==> src/rtl/alu_arbiter.sv <==
// Round-robin arbiter that shares one combinational ALU between two valid/ready requesters
// and returns each result on a single response channel tagged with the owner's ID.
module alu_arbiter #(
  parameter int WIDTH = 32,
  parameter int SEL_W = 3,
  parameter int CNT_W = 16
) (
  input  logic               clk,
  input  logic               reset_n,
  input  logic [1:0]         req_valid,
  output logic [1:0]         req_ready,
  input  logic [2*SEL_W-1:0] req_sel,
  input  logic [2*WIDTH-1:0] req_a,
  input  logic [2*WIDTH-1:0] req_b,
  output logic [WIDTH-1:0]   alu_in0,
  output logic [WIDTH-1:0]   alu_in1,
  output logic [SEL_W-1:0]   alu_selector,
  input  logic [WIDTH-1:0]   alu_out0,
  input  logic               alu_zero,
  output logic               rsp_valid,
  input  logic               rsp_ready,
  output logic               rsp_id,
  output logic [WIDTH-1:0]   rsp_data,
  output logic               rsp_zero,
  output logic               busy,
  output logic [CNT_W-1:0]   op_count
);

  typedef enum logic [1:0] {IDLE, EXEC, RESP} state_t;

  state_t state;
  state_t state_nxt;
  logic   rr_ptr;
  logic   grant;
  logic   accept;
  logic   done;

  // A lone requester always wins; on contention rr_ptr names the favoured one.
  always_comb begin
    grant = (req_valid == 2'b11) ? rr_ptr : req_valid[1];
  end

  always_comb begin
    state_nxt = state;
    req_ready = 2'b00;
    rsp_valid = 1'b0;
    busy      = 1'b0;
    accept    = 1'b0;
    done      = 1'b0;
    case (state)
      IDLE: begin
        if (reset_n && (req_valid != 2'b00)) begin
          req_ready = grant ? 2'b10 : 2'b01;
          accept    = 1'b1;
          state_nxt = EXEC;
        end
      end
      EXEC: begin
        busy      = 1'b1;
        state_nxt = RESP;
      end
      RESP: begin
        busy      = 1'b1;
        rsp_valid = 1'b1;
        if (rsp_ready) begin
          done      = 1'b1;
          state_nxt = IDLE;
        end
      end
      default: state_nxt = IDLE;
    endcase
  end

  always_ff @(posedge clk or negedge reset_n) begin
    if (!reset_n) begin
      state <= IDLE;
    end else begin
      state <= state_nxt;
    end
  end

  // Operand capture on grant; the ALU-facing registers then hold until the next grant.
  always_ff @(posedge clk or negedge reset_n) begin
    if (!reset_n) begin
      alu_in0      <= '0;
      alu_in1      <= '0;
      alu_selector <= '0;
      rsp_id       <= 1'b0;
    end else if (accept) begin
      alu_in0      <= grant ? req_a[WIDTH +: WIDTH] : req_a[0 +: WIDTH];
      alu_in1      <= grant ? req_b[WIDTH +: WIDTH] : req_b[0 +: WIDTH];
      alu_selector <= grant ? req_sel[SEL_W +: SEL_W] : req_sel[0 +: SEL_W];
      rsp_id       <= grant;
    end
  end

  // Result capture at the end of EXEC; held stable through RESP.
  always_ff @(posedge clk or negedge reset_n) begin
    if (!reset_n) begin
      rsp_data <= '0;
      rsp_zero <= 1'b0;
    end else if (state == EXEC) begin
      rsp_data <= alu_out0;
      rsp_zero <= alu_zero;
    end
  end

  // Completion: count the op and hand priority to the requester that just lost.
  always_ff @(posedge clk or negedge reset_n) begin
    if (!reset_n) begin
      op_count <= '0;
      rr_ptr   <= 1'b0;
    end else if (done) begin
      op_count <= op_count + 1'b1;
      rr_ptr   <= ~rsp_id;
    end
  end

endmodule

==> config.mk <==
export PLATFORM = sky130hd
export DESIGN_NAME = alu_arbiter
export DESIGN_NICKNAME = d
export VERILOG_FILES = /design/src/rtl/alu_arbiter.sv
export SDC_FILE = /design/constraint.sdc
export NUM_CORES = 1
export LEC_CHECK = 0
export CAP_MARGIN = 20
export CORE_MARGIN = 4
export CORE_UTILIZATION = 38
export CTS_BUF_LIST = sky130_fd_sc_hd__clkbuf_8 sky130_fd_sc_hd__clkbuf_16
export DETAILED_ROUTE_END_ITERATION = 10
export GPL_ROUTABILITY_DRIVEN = 0
export PLACE_DENSITY = 0.82
export SLEW_MARGIN = 0
export SYNTH_ARGS = -nofsm -noshare
export SYNTH_HDL_FRONTEND = slang
export SYNTH_SLANG_ARGS = --single-unit
==> constraint.sdc <==
create_clock -name clk -period 2.1 [get_ports clk]
set_input_delay 0.42 -clock clk [delete_from_list [all_inputs] [get_ports clk]]
set_output_delay 0.42 -clock clk [all_outputs]
set_load 0.005 [all_outputs]
After elaboration in Yosys (flattened, before gate mapping)
Index checks and enable logic that the tools add are counted.

Bits in registers: 120. Bits of input ports: 172. Output and inout port bits: 121. Logic and storage cells: 37.

Add/sub/neg operators: 1. Equal/unequal tests: 5. Mux-type cells: 16. Bitwise operators: 1. Reduce and logical (&&, ||, !) cells: 5.

Operators by type and width (number): 2-to-1 mux 32 bit (2); adder 16 x 1 -> 16 bit, second input constant (1); 2-to-1 mux 2 bit (5); 2-to-1 mux 1 bit (7); case mux 2 bit (3 select lines) (1); == test 2 bit, second input constant (2); != test 2 bit, second input constant (2); 2-to-1 mux 3 bit (1); == test 2 x 1 -> 1 bit, second input constant (1); logical NOT 2 bit (1); AND reduction 2 bit (1); nonzero test 2 bit (1); OR reduction 2 bit (1); logical AND 1 bit (1); inverter 1 bit (1).

Longest topological paths before layout
Gate-level depths: netlist of run 1.

Word-level depth: 5. Gate-level depth with buffers: 8. Gate-level depth less buffers: 6.

Worst setup path before layout of run 1
Ideal clock, no wire load.

Path kind: flip-flop to flip-flop. Start: reg state[0]. End: reg alu_in1[17]. Setup time: 127 ps. Arrival: 1482 ps. Data required time: 1973 ps. Setup slack: 491 ps. Cell stages (with the launch flop): 9. Path buffers: 2. Clock period less this slack: 1609 ps. Cell sequence: dfrtp_1 > inv_1 > ha_1 > nand3_1 > a21oi_2 > buf_4 > buf_4 > a222oi_1 > inv_1.

Word-level cells in the longest chain between the ends: 2.

RTL lines: start: declaration (line 31) `state_t state;`; start signal: assignment (line 78) `state <= state_nxt;`; logical NOT 2 bit (line 50) `case (state)`; 2-to-1 mux 1 bit (line 50); end signal: assignment (line 91) `alu_in1 <= grant ? req_b[WIDTH +: WIDTH] : req_b[0 +: WIDTH];`; end: declaration (line 16) `output logic [WIDTH-1:0] alu_in1,`.

No other way between the ends. A chain may end at the register's enable or synchronous reset.

Final worst setup path of run 1
Start: reg state[0]. End: out busy.

Word-level cells in the longest chain between the ends: 3. Elaborated cells between the ends (all ways): 4. Classes of those cells: eq/ne: 2; mux: 1; reduce/logical: 1.

RTL lines: == test 2 x 1 -> 1 bit / == test 2 bit (equally long branches) (line 50); OR reduction 2 bit (no line) (*); 2-to-1 mux 1 bit (*) (line 50); end: declaration (line 25) `output logic busy,`.

Every way passes the cells marked *; elsewhere a longest branch is shown, timed or not.

==> qor.yml, run 1 <==
synthArstFlopShare: 1.00
io_pins: 293
clk_latency_ns: 0.40
core_um2: 12600
vias: 4506
wl_met1_um: 6040
p_switching_mw: 3.19
yosys_warnings: 0
path_clk_slew_ns: 0.05
ys_seq_area_frac: 0.616
maxSlewViolCount: 0
max_stage_delay_ns: 0.52
yosys.area_share.simple: 0.0329
pwr-share-comb: 0.418
wl_met3_um: 1640
register_area_um2: 3000
setup_viol: 0
topRoutingLayerUsed: "met4"
yosysUniqueCellTypes: 27
clock_power_share: 0.228
synthesis.nets: 554
slew_headroom: 0.528
syn_area_um2: 4870
reg2reg_setup_slack_ns: 0.16
synth_edf_count: 0
nFillCells: 902
outcome: "completed"
timing.final.crit_share: 0.958
cts_made_buffers: 17
peakVddDrop_mv: 0.856
rsz0062_at_grt: "false"
reg2regPathDepth: 8
port_buffers: 292
synth_top_family_by_area: "compound AO/OA/AOI/OAI gates"
synthAdderAreaFrac: 0.0128
synth-xor-area-share: 0.0270
hpwl_um: 12300
netSwitchingFraction: 0.288
clk_path_buf_depth: 2
viasPerCell: 5.22
cp.arrival_ns: 1.59
synth_top_area_frac: 0.616
postSynthAreaPerCell_um2: 12.9
synth_compound_area_frac: 0.150
final_area_um2: 8570
drive_gt1_frac: 0.120
drt-total-wl_um: 16500
drtPass1Iterations: 8
fin_tns_setup_ns: 0
wl_met2_um: 8390
synth_cells: 377
holdCritPathClass: "input port to asynchronous set/reset pin"
end_kind: "output port"
path_cells: "inv_2, ha_4, clkdlybuf4s50_1"
grt_antenna_before_repair: 0
fin_crit_ns: 2.01
multi_input_area_um2: 1510
wl_per_cell_um: 19.1
syn_to_final_growth_pct: 76.0
clock-sinks: 120
critPathLaunchType: "register"
final_util: 0.682
yosysTopAreaCell: "dfrtp_1"
yosys_most_used_dff: "dfrtp_1"
worst_pin_slew_ns: 0.707
seq_power_share: 0.354
antenna_left: 0
cts_tree: "done"
internal-power_mw: 7.89
synthTopCellsByArea: "dfrtp_1, a222oi_1, mux2_2"
fin_nets: 857
synth_commonest_cells: "dfrtp_1, inv_1, a222oi_1"
max_cap_violations: 0
die_area_um2: 14700
die_h_um: 121
critical_path_class: "register to output port"
grt_pass1_wl_um: 24800
holdWs_ns: 0.0604
grt-ovfl-total: 0
htreeDepth: 4
synth.most_common_cell: "dfrtp_1"
ys_ff_latch: 120
grt_pass1_vias: 4724
placed_area_um2: 7990
num_antenna_cells: 0
rows: 41
start_util: 0.388
finalHoldViolations: 0
timing.fmax_ghz: 0.497
worstPathRequired_ns: 1.68
clockRootBuffer: "clkbuf_16"
drc: 0
die_x_um: 121
path_max_fanout: 2
crit_slowest_cell: "clkdlybuf4s50_1"
track_usage: 0.219
grt_max_degree: 68
p_leak_nw: 3.87
synthMuxAreaShare: 0.0786
fin_worst_skew_ns: 0.00433
power.density_nw_per_um2: 1290
initialDrtViolationCount: 476
-- power by group through the flow --
| stage | registers [mW] | logic (mW) | clock network (mW) |
|---|---|---|---|
| global placement | 3.89 | 4.46 | 0 |
| CTS | 3.92 | 4.68 | 2.59 |
| finish | 3.92 | 4.63 | 2.53 |
| floorplan | 3.95 | 1.65 | 0 |
| detailed placement | 3.95 | 4.58 | 0 |
| global route | 4.04 | 5.00 | 2.71 |
-- per-layer routing --
metal  vias to the layer above  GRT usage
met1                      2219      0.250
met2                       257      0.369
met3                        29     0.0830
li1                       2001          -
met5                         -          0
met4                         0     0.0896
-- cell usage in the layout (no fill, tap or decap), types with 4 or more instances in the layout --
cell type        netlist  final
mux2_2                34     34
inv_1                 71     78
a222oi_1              67     67
xnor2_1               12     12
dfrtp_1              120    120
nand2_1                8      8
buf_4                  5     16
nand3_1                7      6
nand4_1                4      4
clkbuf_16              0     17
ha_1                   5      4
clkdlybuf4s50_1        0    288
-- registers in the layout (all words and copies together) (netlist names) --
| name | count |
|---|---|
| rr_ptr | 1 |
| rsp_data | 32 |
| rsp_id | 1 |
| alu_selector | 3 |
| state | 2 |
| rsp_zero | 1 |
| alu_in0 | 32 |
| alu_in1 | 32 |
| op_count | 16 |
-- critical path: cells and delay by family (launching register included) --
| family | cells | cell delay, ns |
|---|---|---|
| buf+inv | 2 | 0.58 |
| flops | 1 | 0.36 |
| fa+ha+maj | 1 | 0.25 |
-- area by class of cell --
type | count | share of cell area
repair buffers | 309 | 0.357
inverters | 71 | 0.0311
clock inverters | 13 | 0.00919
multi-input cells | 161 | 0.176
well taps | 172 | 0.0251
flip-flops and latches | 120 | 0.350
clock buffers | 18 | 0.0512
-- path summary, 6_finish.rpt --
check                             start            to
setup / recovery               state[0]          busy
hold / removal                  reset_n   alu_in1[19]
setup reg to reg               state[1]    alu_in1[0]
hold reg to reg            op_count[15]  op_count[15]
max in group asynchronous       reset_n    alu_in0[1]
min in group clk           op_count[15]  op_count[15]
-- logic make-up after synthesis --
| logic type | Yosys count |
|---|---|
| flip-flops | 120 |
| buffers and inverters | 96 |
| AO/OA/AOI/OAI | 76 |
| multiplexers | 34 |
| AND/OR/NAND/NOR | 31 |
| XOR/XNOR | 15 |
| adder cells (fa/ha/maj) | 5 |
-- through the flow --
step / instances / setup slack [ns] / total power [mW]
after floorplan: 377 / 0.491 / 5.60
after global placement: 827 / -0.0275 / 8.35
after detailed placement: 827 / -0.0411 / 8.53
after CTS: 863 / 0.00173 / 11.2
after global routing: 864 / 0.0135 / 11.8
final: 864 / 0.0884 / 11.1
-- what timing repair did --
action / 4_1_cts / 5_1_grt
setup buffers: 4 / 2
setup endpoints to repair: 7 / 1
hold endpoints to repair: 6 / 0
pin swaps: 1 / 0
gates resized for setup: 9 / 1
hold buffers: 1 / 0
(Power assumes the default switching activity.)
==> run 2, diff against run 1 <==
--- a/config.mk
+++ b/config.mk
@@ -10,7 +10,6 @@
 export CORE_UTILIZATION = 38
 export CTS_BUF_LIST = sky130_fd_sc_hd__clkbuf_8 sky130_fd_sc_hd__clkbuf_16
 export DETAILED_ROUTE_END_ITERATION = 10
-export GPL_ROUTABILITY_DRIVEN = 0
 export PLACE_DENSITY = 0.82
 export SLEW_MARGIN = 0
 export SYNTH_ARGS = -nofsm -noshare
==> results of run 2 <==
No change in the layout: final DEF, timing and power equal those of run 1.
